File: config.mk
export PLATFORM = sky130hd
export DESIGN_NAME = vga_fb_arbiter_flat
export DESIGN_NICKNAME = d
export VERILOG_FILES = /design/src/rtl/vga_fb_arbiter_if.sv /design/src/rtl/vga_fb_arbiter.sv /design/src/flat_wrapper.sv
export SDC_FILE = /design/constraint.sdc
export NUM_CORES = 1
export LEC_CHECK = 0
export ABC_AREA = 1
export CAP_MARGIN = 20
export CORE_ASPECT_RATIO = 1.75
export CORE_MARGIN = 4
export CORE_UTILIZATION = 30
export DETAILED_ROUTE_END_ITERATION = 12
export DONT_BUFFER_PORTS = 1
export GPL_TIMING_DRIVEN = 0
export PLACE_DENSITY_LB_ADDON = 0.1
export SYNTH_ARGS = -nofsm -noshare
export SYNTH_HDL_FRONTEND = slang
export SYNTH_SLANG_ARGS = --single-unit
File: constraint.sdc
create_clock -name sys_clk -period 1.95 [get_ports sys_clk]
set_input_delay 0.2925 -clock sys_clk [delete_from_list [all_inputs] [get_ports sys_clk]]
set_output_delay 0.2925 -clock sys_clk [all_outputs]
set_load 0.1 [all_outputs]
File: src/rtl/vga_fb_arbiter_if.sv
// rtl/vga_fb_arbiter_if.sv - frame-buffer memory command and read-return bus
interface vga_fb_arbiter_if #(
  parameter int ADDR_W = 20,
  parameter int DATA_W = 16
) ();
  logic              mem_cmd_valid;
  logic              mem_cmd_ready;
  logic              mem_cmd_we;
  logic [ADDR_W-1:0] mem_cmd_addr;
  logic [DATA_W-1:0] mem_cmd_wdata;
  logic              mem_rd_valid;
  logic [DATA_W-1:0] mem_rd_data;

  modport master (
    output mem_cmd_valid, mem_cmd_we, mem_cmd_addr, mem_cmd_wdata,
    input  mem_cmd_ready, mem_rd_valid, mem_rd_data
  );

  modport slave (
    input  mem_cmd_valid, mem_cmd_we, mem_cmd_addr, mem_cmd_wdata,
    output mem_cmd_ready, mem_rd_valid, mem_rd_data
  );
endinterface

File: src/rtl/vga_fb_arbiter.sv
// rtl/vga_fb_arbiter.sv - display line fetch / host write arbiter for one frame-buffer port
module vga_fb_arbiter #(
  parameter int ADDR_W = 20,
  parameter int DATA_W = 16,
  parameter int LEN_W  = 11,
  parameter int CHUNK  = 16
) (
  input  logic              sys_clk,
  input  logic              rst,
  input  logic              line_req,
  input  logic [ADDR_W-1:0] line_addr,
  input  logic [LEN_W-1:0]  line_len,
  output logic              line_busy,
  output logic              line_done,
  output logic              line_overrun,
  output logic              disp_valid,
  output logic [DATA_W-1:0] disp_data,
  input  logic              wr_valid,
  output logic              wr_ready,
  input  logic [ADDR_W-1:0] wr_addr,
  input  logic [DATA_W-1:0] wr_data,
  vga_fb_arbiter_if.master  mem
);

  localparam int CW = $clog2(CHUNK + 1);

  typedef enum logic [1:0] {IDLE, DISP, HOST} state_t;

  state_t            state, state_nxt;
  logic [ADDR_W-1:0] base_r;
  logic [LEN_W-1:0]  len_r;
  logic [LEN_W-1:0]  issue_cnt;
  logic [LEN_W-1:0]  ret_cnt;
  logic [CW-1:0]     chunk_cnt;

  logic line_accept;
  logic reads_left;
  logic last_issue;
  logic chunk_hit;
  logic slot_free;
  logic load_rd;
  logic load_wr;
  logic chunk_clr;

  assign line_accept = line_req && !line_busy;
  assign reads_left  = line_busy && (issue_cnt != len_r);
  assign last_issue  = (issue_cnt + LEN_W'(1)) == len_r;
  assign chunk_hit   = (chunk_cnt + CW'(1)) == CW'(CHUNK);
  assign slot_free   = !mem.mem_cmd_valid || mem.mem_cmd_ready;

  always_ff @(posedge sys_clk) begin
    if (rst) state <= IDLE;
    else     state <= state_nxt;
  end

  // Reads always win a free slot; a host write only gets in from IDLE or after CHUNK reads.
  always_comb begin
    state_nxt = state;
    load_rd   = 1'b0;
    load_wr   = 1'b0;
    chunk_clr = 1'b0;
    wr_ready  = 1'b0;
    if (!rst && slot_free) begin
      case (state)
        IDLE, DISP: begin
          if (reads_left) begin
            load_rd = 1'b1;
            if (last_issue) begin
              state_nxt = IDLE;
              chunk_clr = chunk_hit;
            end else if (chunk_hit && wr_valid) begin
              state_nxt = HOST;
            end else begin
              state_nxt = DISP;
              chunk_clr = chunk_hit;
            end
          end else if (state == IDLE && wr_valid && !line_accept) begin
            wr_ready  = 1'b1;
            load_wr   = 1'b1;
            chunk_clr = 1'b1;
          end else begin
            state_nxt = IDLE;
          end
        end
        HOST: begin
          wr_ready  = wr_valid;
          load_wr   = wr_valid;
          chunk_clr = 1'b1;
          state_nxt = reads_left ? DISP : IDLE;
        end
        default: state_nxt = IDLE;
      endcase
    end
  end

  always_ff @(posedge sys_clk) begin
    if (rst) begin
      base_r       <= '0;
      len_r        <= '0;
      issue_cnt    <= '0;
      chunk_cnt    <= '0;
      line_overrun <= 1'b0;
    end else begin
      line_overrun <= line_req && line_busy;
      if (line_accept) begin
        base_r    <= line_addr;
        len_r     <= line_len;
        issue_cnt <= '0;
        chunk_cnt <= '0;
      end else if (load_rd) begin
        issue_cnt <= issue_cnt + LEN_W'(1);
        chunk_cnt <= chunk_clr ? '0 : chunk_cnt + CW'(1);
      end else if (chunk_clr) begin
        chunk_cnt <= '0;
      end
    end
  end

  // Command register: reloads whenever the current command is gone or leaving this cycle.
  always_ff @(posedge sys_clk) begin
    if (rst) begin
      mem.mem_cmd_valid <= 1'b0;
      mem.mem_cmd_we    <= 1'b0;
      mem.mem_cmd_addr  <= '0;
      mem.mem_cmd_wdata <= '0;
    end else if (slot_free) begin
      mem.mem_cmd_valid <= load_rd || load_wr;
      if (load_rd) begin
        mem.mem_cmd_we    <= 1'b0;
        mem.mem_cmd_addr  <= base_r + ADDR_W'(issue_cnt);
        mem.mem_cmd_wdata <= '0;
      end else if (load_wr) begin
        mem.mem_cmd_we    <= 1'b1;
        mem.mem_cmd_addr  <= wr_addr;
        mem.mem_cmd_wdata <= wr_data;
      end
    end
  end

  // Return path; busy drops one cycle after the final word so line_done lines up with it.
  always_ff @(posedge sys_clk) begin
    if (rst) begin
      line_busy  <= 1'b0;
      line_done  <= 1'b0;
      disp_valid <= 1'b0;
      disp_data  <= '0;
      ret_cnt    <= '0;
    end else begin
      line_done  <= 1'b0;
      disp_valid <= 1'b0;
      if (line_accept) begin
        ret_cnt <= '0;
        if (line_len == '0) line_done <= 1'b1;
        else                line_busy <= 1'b1;
      end else if (line_busy) begin
        if (mem.mem_rd_valid && ret_cnt != len_r) begin
          disp_valid <= 1'b1;
          disp_data  <= mem.mem_rd_data;
          ret_cnt    <= ret_cnt + LEN_W'(1);
          if ((ret_cnt + LEN_W'(1)) == len_r) line_done <= 1'b1;
        end else if (ret_cnt == len_r) begin
          line_busy <= 1'b0;
        end
      end
    end
  end

endmodule

File: src/flat_wrapper.sv
// flat-port wrapper written by rule: the top's interface ports become plain ports
module vga_fb_arbiter_flat 
#(
  parameter int ADDR_W = 20,
  parameter int DATA_W = 16,
  parameter int LEN_W  = 11,
  parameter int CHUNK  = 16
)
  (sys_clk, rst, line_req, line_addr, line_len, line_busy, line_done, line_overrun, disp_valid, disp_data, wr_valid, wr_ready, wr_addr, wr_data, mem_mem_cmd_valid, mem_mem_cmd_we, mem_mem_cmd_addr, mem_mem_cmd_wdata, mem_mem_cmd_ready, mem_mem_rd_valid, mem_mem_rd_data);
  vga_fb_arbiter_if #(.ADDR_W(ADDR_W), .DATA_W(DATA_W)) mem_i ();
  input  logic sys_clk;
  input  logic rst;
  input  logic line_req;
  input  logic [ADDR_W-1:0] line_addr;
  input  logic [LEN_W-1:0] line_len;
  output logic line_busy;
  output logic line_done;
  output logic line_overrun;
  output logic disp_valid;
  output logic [DATA_W-1:0] disp_data;
  input  logic wr_valid;
  output logic wr_ready;
  input  logic [ADDR_W-1:0] wr_addr;
  input  logic [DATA_W-1:0] wr_data;
  output wire logic [$bits(mem_i.mem_cmd_valid)-1:0] mem_mem_cmd_valid;
  output wire logic [$bits(mem_i.mem_cmd_we)-1:0] mem_mem_cmd_we;
  output wire logic [$bits(mem_i.mem_cmd_addr)-1:0] mem_mem_cmd_addr;
  output wire logic [$bits(mem_i.mem_cmd_wdata)-1:0] mem_mem_cmd_wdata;
  input wire logic [$bits(mem_i.mem_cmd_ready)-1:0] mem_mem_cmd_ready;
  input wire logic [$bits(mem_i.mem_rd_valid)-1:0] mem_mem_rd_valid;
  input wire logic [$bits(mem_i.mem_rd_data)-1:0] mem_mem_rd_data;
  assign mem_mem_cmd_valid = mem_i.mem_cmd_valid;
  assign mem_mem_cmd_we = mem_i.mem_cmd_we;
  assign mem_mem_cmd_addr = mem_i.mem_cmd_addr;
  assign mem_mem_cmd_wdata = mem_i.mem_cmd_wdata;
  assign mem_i.mem_cmd_ready = mem_mem_cmd_ready;
  assign mem_i.mem_rd_valid = mem_mem_rd_valid;
  assign mem_i.mem_rd_data = mem_mem_rd_data;
  vga_fb_arbiter #(.ADDR_W(ADDR_W), .DATA_W(DATA_W), .LEN_W(LEN_W), .CHUNK(CHUNK)) u_core (.sys_clk(sys_clk), .rst(rst), .line_req(line_req), .line_addr(line_addr), .line_len(line_len), .line_busy(line_busy), .line_done(line_done), .line_overrun(line_overrun), .disp_valid(disp_valid), .disp_data(disp_data), .wr_valid(wr_valid), .wr_ready(wr_ready), .wr_addr(wr_addr), .wr_data(wr_data), .mem(mem_i));
endmodule
==> summary.txt, run 1 <==
Run status
  • Outcome: finished, violations left
  • Failing checks: negative setup slack

Critical path
  • Most used cell, CP: nand2_4
  • CP max FO: 5
  • Cell Chain, Critical Path: xnor2_2 > nand2_1 > nor2_4 > nand3_4 > nand2_4 > nand2_4 > nand2_4 > nand2_4 > clkinv_4 > buf_12
  • Startpoint Class: flip-flop
  • Max incr delay on CP: 380 ps
  • Crit path DAT: 1830 ps
  • Crit path capture type: output port
  • WP data required: 1660 ps
  • Setup CP Type: flip-flop to output port
  • CP max stage cell: dfxtp_4

STA
  • Fmax: 472 MHz
  • RSZ-0062 raised after global routing: yes
  • Worst setup margin: -171 ps
  • Worst relative slew slack: 0.303
  • Final max-slew violation count: 0
  • Post-layout min period: 2120 ps
  • Setup tns final: -1300 ps
  • Final period utilization: 1.09
  • Final hold violations: 0
  • Fin Clk Skew: 9.49 ps
  • Worst Tran Pin Value: 1040 ps
  • Setup Viol. Count Final: 25

Floorplan
  • Die height: 203 um
  • Row count: 71
  • Top-Level Pins: approximately 150
  • Die area: about 0.024 sq mm
  • Core area: 0.0215 sq mm
  • Starting Density: 0.304
  • Die Wd: 120 um

Run
  • # Max-Cap Violations: 0

Drt
  • Drt pass-1 iters: 4
  • # DRC: 0
  • Initial DRC Count: 210
  • Vias: 6,573
  • Remaining antenna violation count after routing: 0
  • Vias per cell: 4.82
  • Drt wl/cell: 17.2 um
  • WL final: roughly 24,000 um

Global route
  • GR Overflow Total: 0
  • Largest net degree at the start of global routing: 17
  • Met1 GRT Util: 0.185
  • Initial antenna violation count: 0
  • Busiest grt layer: met2
  • GR Layer Usage met3: 0.0572
  • Number of global-route vias before repair: 6,649
  • GRT Util Overall: 0.192
  • Wire length of the first global-routing pass: 36,000 um
  • M2 GR Usage: 0.364

CTS
  • Clock-pin transition on the worst setup and hold timing paths: approximately 50 ps
  • Clock root buffer: clkbuf_16
  • Total CTS buffers: 17
  • # clock sinks: around 120
  • H-tree level count: 4
  • Max Buffers Root-to-Sink: 2
  • CTS tree: done
  • Worst-skew pair later-pin latency: 420 ps

Yosys
  • Sequential fraction of the synthesis area: 0.362
  • Unique masters post-synth: 39
  • Post-Syn Nets: 1,072
  • Mapped Area: 0.00653 sq mm
  • Synth Register Bits: 118
  • Synth Area per Inst: 6.76 sq um
  • Warnings from Yosys: 0
  • Syn Inst Count: about 970

Layout
  • Fin nets: 1,165
  • Area growth syn-to-layout: 37.5%
  • Fraction of layout cells with a size suffix above 1: 0.237
  • Design area: ~0.009 sq mm
  • Filler instances: 2,308
  • Ant diodes: 0

Hold path
  • Worst hold path type: primary input to flip-flop

Place
  • Port bufs: 0
  • Routability cong.: 0.876
  • Placed cell area: 0.00690 sq mm
  • DP Worst Slack: -818 ps
  • Post-DP HPWL: 17,900 um

Pwr
  • Final Total Pwr: between 7 and 8 mW
  • Leak pwr: 3.65 nW
  • Peak VDD IR: 0.000396 V
  • PD cells: 851 mW/mm^2
==> state kept, by name, summed over array words and instances (netlist names) <==
signal,flops
u_core.mem.mem_cmd_valid,1
u_core.mem.mem_cmd_wdata,16
u_core.mem.mem_cmd_we,1
u_core.line_done,1
u_core.state,2
u_core.line_overrun,1
u_core.line_busy,1
u_core.issue_cnt,11
u_core.mem.mem_cmd_addr,20
u_core.disp_valid,1
u_core.base_r,20
u_core.ret_cnt,11
u_core.disp_data,16
u_core.len_r,11
u_core.chunk_cnt,5
==> power breakdown <==
part,total [mW],leakage (nW),switching [mW],internal (mW)
clock,3.22,0.287,1.20,2.02
sequential,3.19,0.979,0.640,2.55
combinational,1.24,2.39,0.702,0.540
total,7.65,3.65,2.54,5.11
==> cell usage in the layout (no fill, tap or decap), types with 11 or more instances in the layout <==
cell,count
nand2_2,31
a21oi_1,66
nand3_1,75
buf_4,30
o21ai_0,47
buf_6,12
nand2_1,258
nor2_1,87
dfxtp_2,16
dlygate4sd3_1,41
nand4_1,11
xor2_1,25
inv_1,60
dfxtp_1,90
a21oi_2,30
clkbuf_16,18
dfxtp_4,12
clkbuf_1,13
==> worst paths after layout <==
path                                          start                     endpoint  slack, ps  depth (start not counted)
worst min-delay path                  line_addr[10]            u_core.base_r[10]         20                          2
worst min register to register    u_core.base_r[19]            u_core.base_r[19]        470                          2
worst max register to register  u_core.issue_cnt[8]  u_core.mem.mem_cmd_addr[17]        -90                         13
worst max-delay path            u_core.issue_cnt[8]                     wr_ready       -170                         10
==> critical path: cells and delay by family (launching register included) <==
family	cells	cell delay [ps]
simple gates	7	610
flops	1	380
buf+inv	2	220
xor+xnor	1	180
==> metal layers <==
metal  share of wire  up-vias  routed length [um]
li1                -     3334                   -
met1            0.35     3034                8340
met2            0.54      157               12800
met3           0.059       48                1390
met4           0.042        0                 983
met5               0        -                   0
==> synthesized netlist by cell type <==
cell	number	share of area
ha_1	15	0.029
buf_12	1	0.0031
nand2_8	1	0.0031
or2_2	3	0.0029
nor3_1	12	0.0092
nor4_1	2	0.0019
nor2_4	2	0.0034
fa_1	1	0.0031
inv_1	64	0.037
a21oi_1	86	0.066
nor3b_1	1	0.0011
xor2_1	27	0.036
a21oi_2	10	0.013
buf_1	1	0.00057
and2_1	1	0.00096
nor2_2	1	0.00096
buf_6	1	0.0017
clkinv_1	2	0.0011
inv_2	4	0.0023
a211oi_1	1	0.0011
nand3_1	83	0.064
dfxtp_1	118	0.36
o21bai_1	2	0.0023
nor2_1	97	0.056
nand2_2	17	0.016
xnor2_1	17	0.023
o31ai_1	1	0.0011
nand4_4	1	0.0033
clkbuf_1	25	0.014
o211ai_1	3	0.0034
clkbuf_2	1	0.00077
nand3_4	1	0.0027
nand2_1	282	0.16
nand4_1	11	0.011
buf_2	6	0.0046
buf_4	7	0.0080
nand3b_1	10	0.011
o21a_1	1	0.0011
o21ai_0	48	0.037
==> logic make-up after synthesis <==
group	after synthesis	synth area share
AND/OR/NAND/NOR	525	0.349
AO/OA/AOI/OAI	152	0.125
flip-flops	118	0.362
buffers and inverters	112	0.0733
XOR/XNOR	44	0.0590
adder cells (fa/ha/maj)	16	0.0318
==> area by class of cell <==
cell class / count / area [sq um] / area share
Buffer: 41 / 353 / 0.0393
Clock buffer: 21 / 482 / 0.0536
Clock inverter: 10 / 119 / 0.0132
Inverter: 70 / 279 / 0.0310
Multi-Input combinational cell: 737 / 4210 / 0.468
Sequential cell: 118 / 2430 / 0.270
Tap cell: 292 / 365 / 0.0407
Timing Repair Buffer: 75 / 754 / 0.0840
==> through the flow <==
| step | utilization | std cells | hold WS, ps |
|---|---|---|---|
| 2_1_floorplan | - | 967 | 415 |
| 3_3_place_gp | 0.321 | 1259 | 428 |
| 3_5_place_dp | 0.321 | 1259 | 429 |
| 4_1_cts | 0.395 | 1351 | 0.303 |
| 5_1_grt | 0.418 | 1364 | 6.11 |
| 6_report | 0.418 | 1364 | 17.2 |
==> timing repair <==
action	4_1_cts	5_1_grt
gates cloned	2	0
endpoints found under the hold margin	41	0
setup endpoints to repair	117	85
gates resized for setup	118	122
setup buffers	19	14
pin swaps	12	19
hold buffers	41	0
No activity file was read; power rests on OpenSTA's default activity.
==> run 2: changes to the inputs <==
--- a/config.mk
+++ b/config.mk
@@ -13,6 +13,7 @@
 export DETAILED_ROUTE_END_ITERATION = 12
 export DONT_BUFFER_PORTS = 1
 export GPL_TIMING_DRIVEN = 0
+export MAX_ROUTING_LAYER = met4
 export PLACE_DENSITY_LB_ADDON = 0.1
 export SYNTH_ARGS = -nofsm -noshare
 export SYNTH_HDL_FRONTEND = slang
==> summary.txt, run 2 (synthesis gave the netlist of run 1 again) <==
Run status
  • Outcome: finished, violations left
  • Failing checks: negative setup slack

STA
  • RSZ-0062 raised after global routing: yes
  • Worst setup margin: -179 ps (-7.68 ps)
  • Final hold violations: 0 (unchanged)
  • Setup Viol. Count Final: 30 (+20%)
  • Worst relative slew slack: 0.296 (-0.00702)
  • Final period utilization: 1.09 (+0.00394)
  • Worst Tran Pin Value: 1050 ps (+10.5 ps)
  • Fin Clk Skew: 10.6 ps (+1.12 ps)
  • Post-layout min period: 2130 ps (+7.68 ps)
  • Final max-slew violation count: 0 (unchanged)
  • Fmax: 470 MHz (-0.36%)

Critical path
  • FF-to-FF End: u_core.mem.mem_cmd_addr[17]
  • WP data required: 1660 ps (about the same)
  • Crit path capture type: output port
  • Crit path from: u_core.len_r[8]
  • Reg2Reg Depth: 13 (unchanged)
  • R2R Path Start: u_core.len_r[8]
  • Crit path DAT: 1840 ps (about the same)
  • Startpoint Class: flip-flop
  • CP max FO: 5 (unchanged)
  • Crit path capture: wr_ready
  • R2R Setup Slk: -80 ps (about the same)
  • Setup CP Type: flip-flop to output port

Layout
  • Fin nets: 1,166 (+0.086%)
  • Design area: 0.00901 sq mm (+0.22%)
  • Largest registers: u_core.base_r: 20 flops, u_core.mem.mem_cmd_addr: 20 flops
  • Most common cell after layout, fill and taps aside: nand2_1
  • Commonest non-fill, non-tap cells in the layout: 258 x nand2_1, 90 x dfxtp_1, 87 x nor2_1
  • Fraction of layout cells with a size suffix above 1: 0.235 (-0.00208)
  • FF+latch area: 0.00243 sq mm (unchanged)
  • Area growth syn-to-layout: 37.8%
  • Ant diodes: 0 (unchanged)
  • Area of the multi-input gates: 0.00420 sq mm (-0.15%)
  • Filler instances: 2,308 (unchanged)

Pwr
  • Leak pwr: 3.69 nW (+0.83%)
  • Peak VDD IR: 0.000395 V (-0.14%)
  • PD cells: 850 mW/mm^2 (-0.14%)

CTS
  • H-tree level count: 4 (unchanged)
  • CTS tree: done
  • Clock root buffer: clkbuf_16
  • Max Buffers Root-to-Sink: 2 (unchanged)
  • # clock sinks: 118 (unchanged)
  • Clock-pin transition on the worst setup and hold timing paths: 60 ps (about the same)
  • Worst-skew pair later-pin latency: 430 ps (about the same)
  • Total CTS buffers: 17 (unchanged)

Floorplan
  • Core area: 0.0215 sq mm (unchanged)
  • Die area: 0.0243 sq mm (unchanged)
  • Starting Density: 0.304 (unchanged)
  • Die Wd: 120 um (unchanged)
  • Top-Level Pins: 148 (unchanged)
  • Die height: 203 um (unchanged)
  • Row count: 71 (unchanged)

Global route
  • Number of global-route vias before repair: 6,670 (+0.32%)
  • Met1 GRT Util: 0.187 (+0.00207)
  • GRT Util Overall: 0.198 (+0.00550)
  • M2 GR Usage: 0.364 (about the same)
  • GR Layer Usage met3: 0.0558 (-0.00139)
  • Busiest grt layer: met2
  • Largest net degree at the start of global routing: 17 (unchanged)
  • Wire length of the first global-routing pass: 36,000 um (-0.17%)
  • GR Overflow Total: 0 (unchanged)
  • Initial antenna violation count: 0 (unchanged)

Drt
  • Vias per cell: 4.82 (about the same)
  • Initial DRC Count: 268 (+28%)
  • # DRC: 0 (unchanged)
  • WL final: 23,600 um (+0.59%)
  • Drt wl/cell: 17.3 um (+0.51%)
  • Vias: 6,580 (+0.11%)
  • Drt pass-1 iters: 4 (unchanged)
  • Remaining antenna violation count after routing: 0 (unchanged)

Place
  • Post-DP HPWL: 17,900 um (unchanged)
  • Port bufs: 0 (unchanged)
  • Placed cell area: 0.00690 sq mm (unchanged)
  • Routability cong.: 0.891 (+1.7%)
  • DP Worst Slack: -818 ps (unchanged)

Hold path
  • Worst hold path type: primary input to flip-flop

Run
  • # Max-Cap Violations: 0 (unchanged)
==> run 2: cell types whose count changed in the layout (fill, tap and decap cells not counted), sizes merged <==
cell  delta
buf      +1
==> run 2: metal layers <==
metal / up-vias / share of wire / routed length [um]
met5: - / 0 / 0
met4: 0 / 0.045 / 1060
met3: 54 / 0.053 / 1250
met2: 144 / 0.54 / 12800
met1: 3056 / 0.36 / 8520
li1: 3326 / - / -
==> run 2: repair_timing <==
action                                  CTS  global route
endpoints found under the setup margin  117            85
cloned                                    2             1
resized for setup                       118           122
buffers inserted                         19            14
pin swaps                                12            20
endpoints found under the hold margin    41             0
hold buffers                             41             0
==> run 2: worst max-delay path: stages, from the launching register on <==
cell and delay (ps):
dfxtp_2 410, xnor2_2 140, nand2_1 110, nor2_4 150
nand3_4 110, nand2_4 90, nand2_4 50, nand2_4 60
nand2_4 50, clkinv_4 50, buf_12 170
==> run 2: final cells by class <==
cell class / count / share of cell area
clock inverter: 10 / 0.0132
clock buffer: 21 / 0.0535
inverter: 70 / 0.0310
tap: 292 / 0.0406
sequential: 118 / 0.270
timing repair buffer: 76 / 0.0870
buffer: 41 / 0.0389
multi-input combinational: 737 / 0.466
==> run 2: per-stage QoR <==
| step | cells | hold WS [ps] | power [mW] | utilization | TNS (ps) |
|---|---|---|---|---|---|
| finish | 1365 | 16.4 | 7.66 | 0.419 | -1520 |
| global route | 1365 | 6.02 | 7.99 | 0.419 | -5160 |
| CTS | 1351 | 0.303 | 7.64 | 0.395 | -801 |
| detailed placement | 1259 | 429 | 4.16 | 0.321 | -37990 |
| global placement | 1259 | 428 | 4.16 | 0.321 | -37770 |
| floorplan | 967 | 415 | 3.86 | - | 0 |
==> run 2: power by group <==
group	leakage, nW	internal (mW)	switching [mW]
Sequential	0.979	2.55	0.641
Clock	0.287	2.02	1.20
Combinational	2.42	0.545	0.705
==> run 2: worst min-delay path by stage <==
stage | from | to | slack, ps | cells after the start
3_5_place_dp | line_req | u_core.line_overrun | 430 | 2
2_1_floorplan | line_req | u_core.line_overrun | 410 | 2
5_1_grt | line_addr[5] | u_core.base_r[5] | 6 | 2
4_1_cts | line_addr[10] | u_core.base_r[10] | 0.3 | 2
6_report | line_addr[10] | u_core.base_r[10] | 20 | 2
3_3_place_gp | line_req | u_core.line_overrun | 430 | 2
==> run 3: changes to the inputs <==
--- a/config.mk
+++ b/config.mk
@@ -9,7 +9,7 @@
 export CAP_MARGIN = 20
 export CORE_ASPECT_RATIO = 1.75
 export CORE_MARGIN = 4
-export CORE_UTILIZATION = 30
+export CORE_UTILIZATION = 55
 export DETAILED_ROUTE_END_ITERATION = 12
 export DONT_BUFFER_PORTS = 1
 export GPL_TIMING_DRIVEN = 0
==> summary.txt, run 3 (synthesis gave the netlist of run 1 again) <==
Run status
  • Outcome: finished, violations left
  • Failing checks: negative setup slack

Hold path
  • Hold Path Cell Cnt: 2 (unchanged)
  • Worst hold path type: primary input to flip-flop
  • Hold path start: line_addr[4]
  • Worst hold path endpoint: u_core.base_r[4]

Critical path
  • FF-to-FF End: u_core.mem.mem_cmd_addr[10]
  • R2R Setup Slk: -180 ps (-100 ps)
  • Startpoint Class: flip-flop
  • CP max FO: 7 (+2)
  • CP max stage cell: dfxtp_2
  • Setup CP Type: flip-flop to output port
  • Crit path capture type: output port
  • WP data required: 1660 ps (about the same)
  • Reg2Reg Depth: 16 (+3)
  • Critical path's top delay family: simple AND/OR/NAND/NOR gates
  • Max incr delay on CP: 450 ps (+40 ps)
  • Crit path DAT: 1860 ps (+20 ps)
  • CP Buf/Inv Count: 2 (unchanged)
  • Cell Chain, Critical Path: xnor2_2 > nand2_2 > nor2_4 > nand3_4 > nand2_2 > nand2_2 > nand2_2 > nand2_4 > inv_4 > buf_12
  • Most used cell, CP: nand2_2
  • R2R Path Start: u_core.issue_cnt[0]

CTS
  • H-tree level count: 4 (unchanged)
  • CTS Hold Bufs: 0 (-100%)
  • Clock root buffer: clkbuf_16
  • Total CTS buffers: 17 (unchanged)
  • # clock sinks: 118 (unchanged)
  • CTS tree: done
  • Worst-skew pair later-pin latency: 420 ps (about the same)
  • Max Buffers Root-to-Sink: 2 (unchanged)
  • Clock-pin transition on the worst setup and hold timing paths: 60 ps (about the same)

Layout
  • Most common cell after layout, fill and taps aside: nand2_1
  • Filler instances: 929 (-60%)
  • Fraction of layout cells with a size suffix above 1: 0.259 (+0.0236)
  • Area growth syn-to-layout: 29.3%
  • Ant diodes: 0 (unchanged)
  • Design area: 0.00845 sq mm (-6.2%)
  • Final Util: 0.729 (+0.311)
  • Largest registers: u_core.base_r: 20 flops, u_core.mem.mem_cmd_addr: 20 flops
  • Fin nets: 1,122 (-3.8%)
  • Commonest non-fill, non-tap cells in the layout: 245 x nand2_1, 93 x dfxtp_1, 87 x nor2_1

Drt
  • Vias: 6,640 (+0.91%)
  • Initial DRC Count: 364 (+36%)
  • Vias per cell: 5.70 (+18%)
  • Drt wl/cell: 17.9 um (+3.4%)
  • # DRC: 0 (unchanged)
  • WL final: 20,800 um (-12%)
  • Remaining antenna violation count after routing: 0 (unchanged)
  • Drt pass-1 iters: 5 (+1)

Pwr
  • Leak pwr: 3.54 nW (-4.0%)
  • PD cells: 896 mW/mm^2 (+5.4%)
  • Seq pwr share: 0.421 (+0.004)
  • Cell internal pwr: 5.03 mW (-1.6%)
  • Sw frac: 0.335 (+0.00280)
  • Peak VDD IR: 0.000639 V (+62%)
  • Clock group share of total power: 0.428 (+0.008)
  • Comb pwr share: 0.151 (-0.012)
  • Psw: 2.53 mW (-0.33%)

STA
  • Worst relative slew slack: 0.276 (-0.0195)
  • Worst Tran Pin Value: 1080 ps (+29.2 ps)
  • Final period utilization: 1.10 (+0.0128)
  • Worst setup margin: -203 ps (-24.9 ps)
  • Post-layout min period: 2150 ps (+24.9 ps)
  • Setup Viol. Count Final: 22 (-27%)
  • Fmax: 464 MHz (-1.2%)
  • Final max-slew violation count: 0 (unchanged)
  • RSZ-0062 raised after global routing: yes
  • Fin Clk Skew: 9.80 ps (-0.809 ps)
  • Final hold violations: 0 (unchanged)

Floorplan
  • Die Wd: 90.4 um (-24%)
  • Row count: 52 (-27%)
  • Starting Density: 0.564 (+0.260)
  • Die height: 152 um (-25%)
  • Core area: 0.0116 sq mm (-46%)
  • Die area: 0.0138 sq mm (-43%)
  • Top-Level Pins: 148 (unchanged)

Global route
  • Largest net degree at the start of global routing: 17 (unchanged)
  • GR Overflow Total: 0 (unchanged)
  • GRT Util Overall: 0.291 (+0.0925)
  • Number of global-route vias before repair: 6,320 (-5.2%)
  • Initial antenna violation count: 0 (unchanged)
  • Wire length of the first global-routing pass: 31,000 um (-14%)

Place
  • Placed cell area: 0.00671 sq mm (-2.8%)
  • DP Worst Slack: -524 ps (+294 ps)
  • Routability cong.: 0.977 (+9.7%)
  • Post-DP HPWL: 14,600 um (-18%)
  • Port bufs: 0 (unchanged)

Run
  • # Max-Cap Violations: 0 (unchanged)
run 3: cell count changes in the layout (fill, tap and decap cells not counted), sizes merged:
cell,delta
buf,-6
clkinv,+5
bufinv,+1
bufbuf,-1
dlygate4sd3,-41
clkinvlp,-2
run 3: routing by layer:
layer  vias up  wire (um)  GRT usage
met5         -          0          -
met4         0       1350      0.196
met3        96       1430     0.0786
met2       251      10900      0.499
met1      3056       7140      0.283
li1       3237          -          -
run 3: how the worst max path moves through the flow:
stage	to	cells after the start	start
after floorplan	u_core.mem.mem_cmd_addr[10]	15	u_core.issue_cnt[0]
after global placement	u_core.issue_cnt[9]	7	u_core.line_busy
after detailed placement	u_core.issue_cnt[5]	7	u_core.line_busy
after CTS	wr_ready	14	u_core.issue_cnt[2]
after global routing	u_core.chunk_cnt[1]	16	u_core.issue_cnt[0]
final	wr_ready	10	u_core.issue_cnt[7]
run 3: area by class of cell:
class | instances | area [sq um] | area share
clock buffers | 17 | 425 | 0.0504
multi-input cells | 737 | 4290 | 0.507
repair buffers | 33 | 409 | 0.0484
inverters | 70 | 270 | 0.0320
plain buffers | 40 | 290 | 0.0344
well taps | 135 | 169 | 0.0200
flip-flops and latches | 118 | 2420 | 0.287
clock inverters | 14 | 178 | 0.0210
run 3: worst reg2reg max path, stage by stage, from the launching register on:
cell and delay [ps]:
dfxtp_4 360, buf_12 120, ha_4 160, fa_2 360
nand2_2 80, nand2_2 50, and2_4 170, nand2_4 80
nand2_4 90, nand2_2 80, nand2_1 50, nand2_1 70
nand2_2 80, nand2_1 80, nand2_1 60, nand2_2 70
a21oi_2 40
run 3: repair_timing:
item | 4_1_cts | 5_1_grt
cloned | 2 | 3
pin swaps | 19 | 44
gates resized for setup | 105 | 131
buffers inserted | 19 | 10
endpoints found under the setup margin | 105 | 84
run 3: metrics by stage:
step | hold slack [ps] | setup TNS (ps) | instances | total power, mW
final | 9.90 | -1940 | 1164 | 7.57
after global routing | 7.32 | -6110 | 1164 | 7.82
after CTS | 6.50 | -671 | 1153 | 7.44
after detailed placement | 436 | -21630 | 1102 | 4.11
after global placement | 429 | -20580 | 1102 | 4.09
after floorplan | 415 | 0 | 967 | 3.86
run 3: power by group through the flow:
stage,sequential (mW),clock (mW),combinational (mW)
3_5_place_dp,3.22,0,0.885
4_1_cts,3.18,3.25,1.01
3_3_place_gp,3.22,0,0.875
2_1_floorplan,3.17,0,0.683
6_report,3.18,3.24,1.15
5_1_grt,3.20,3.36,1.26
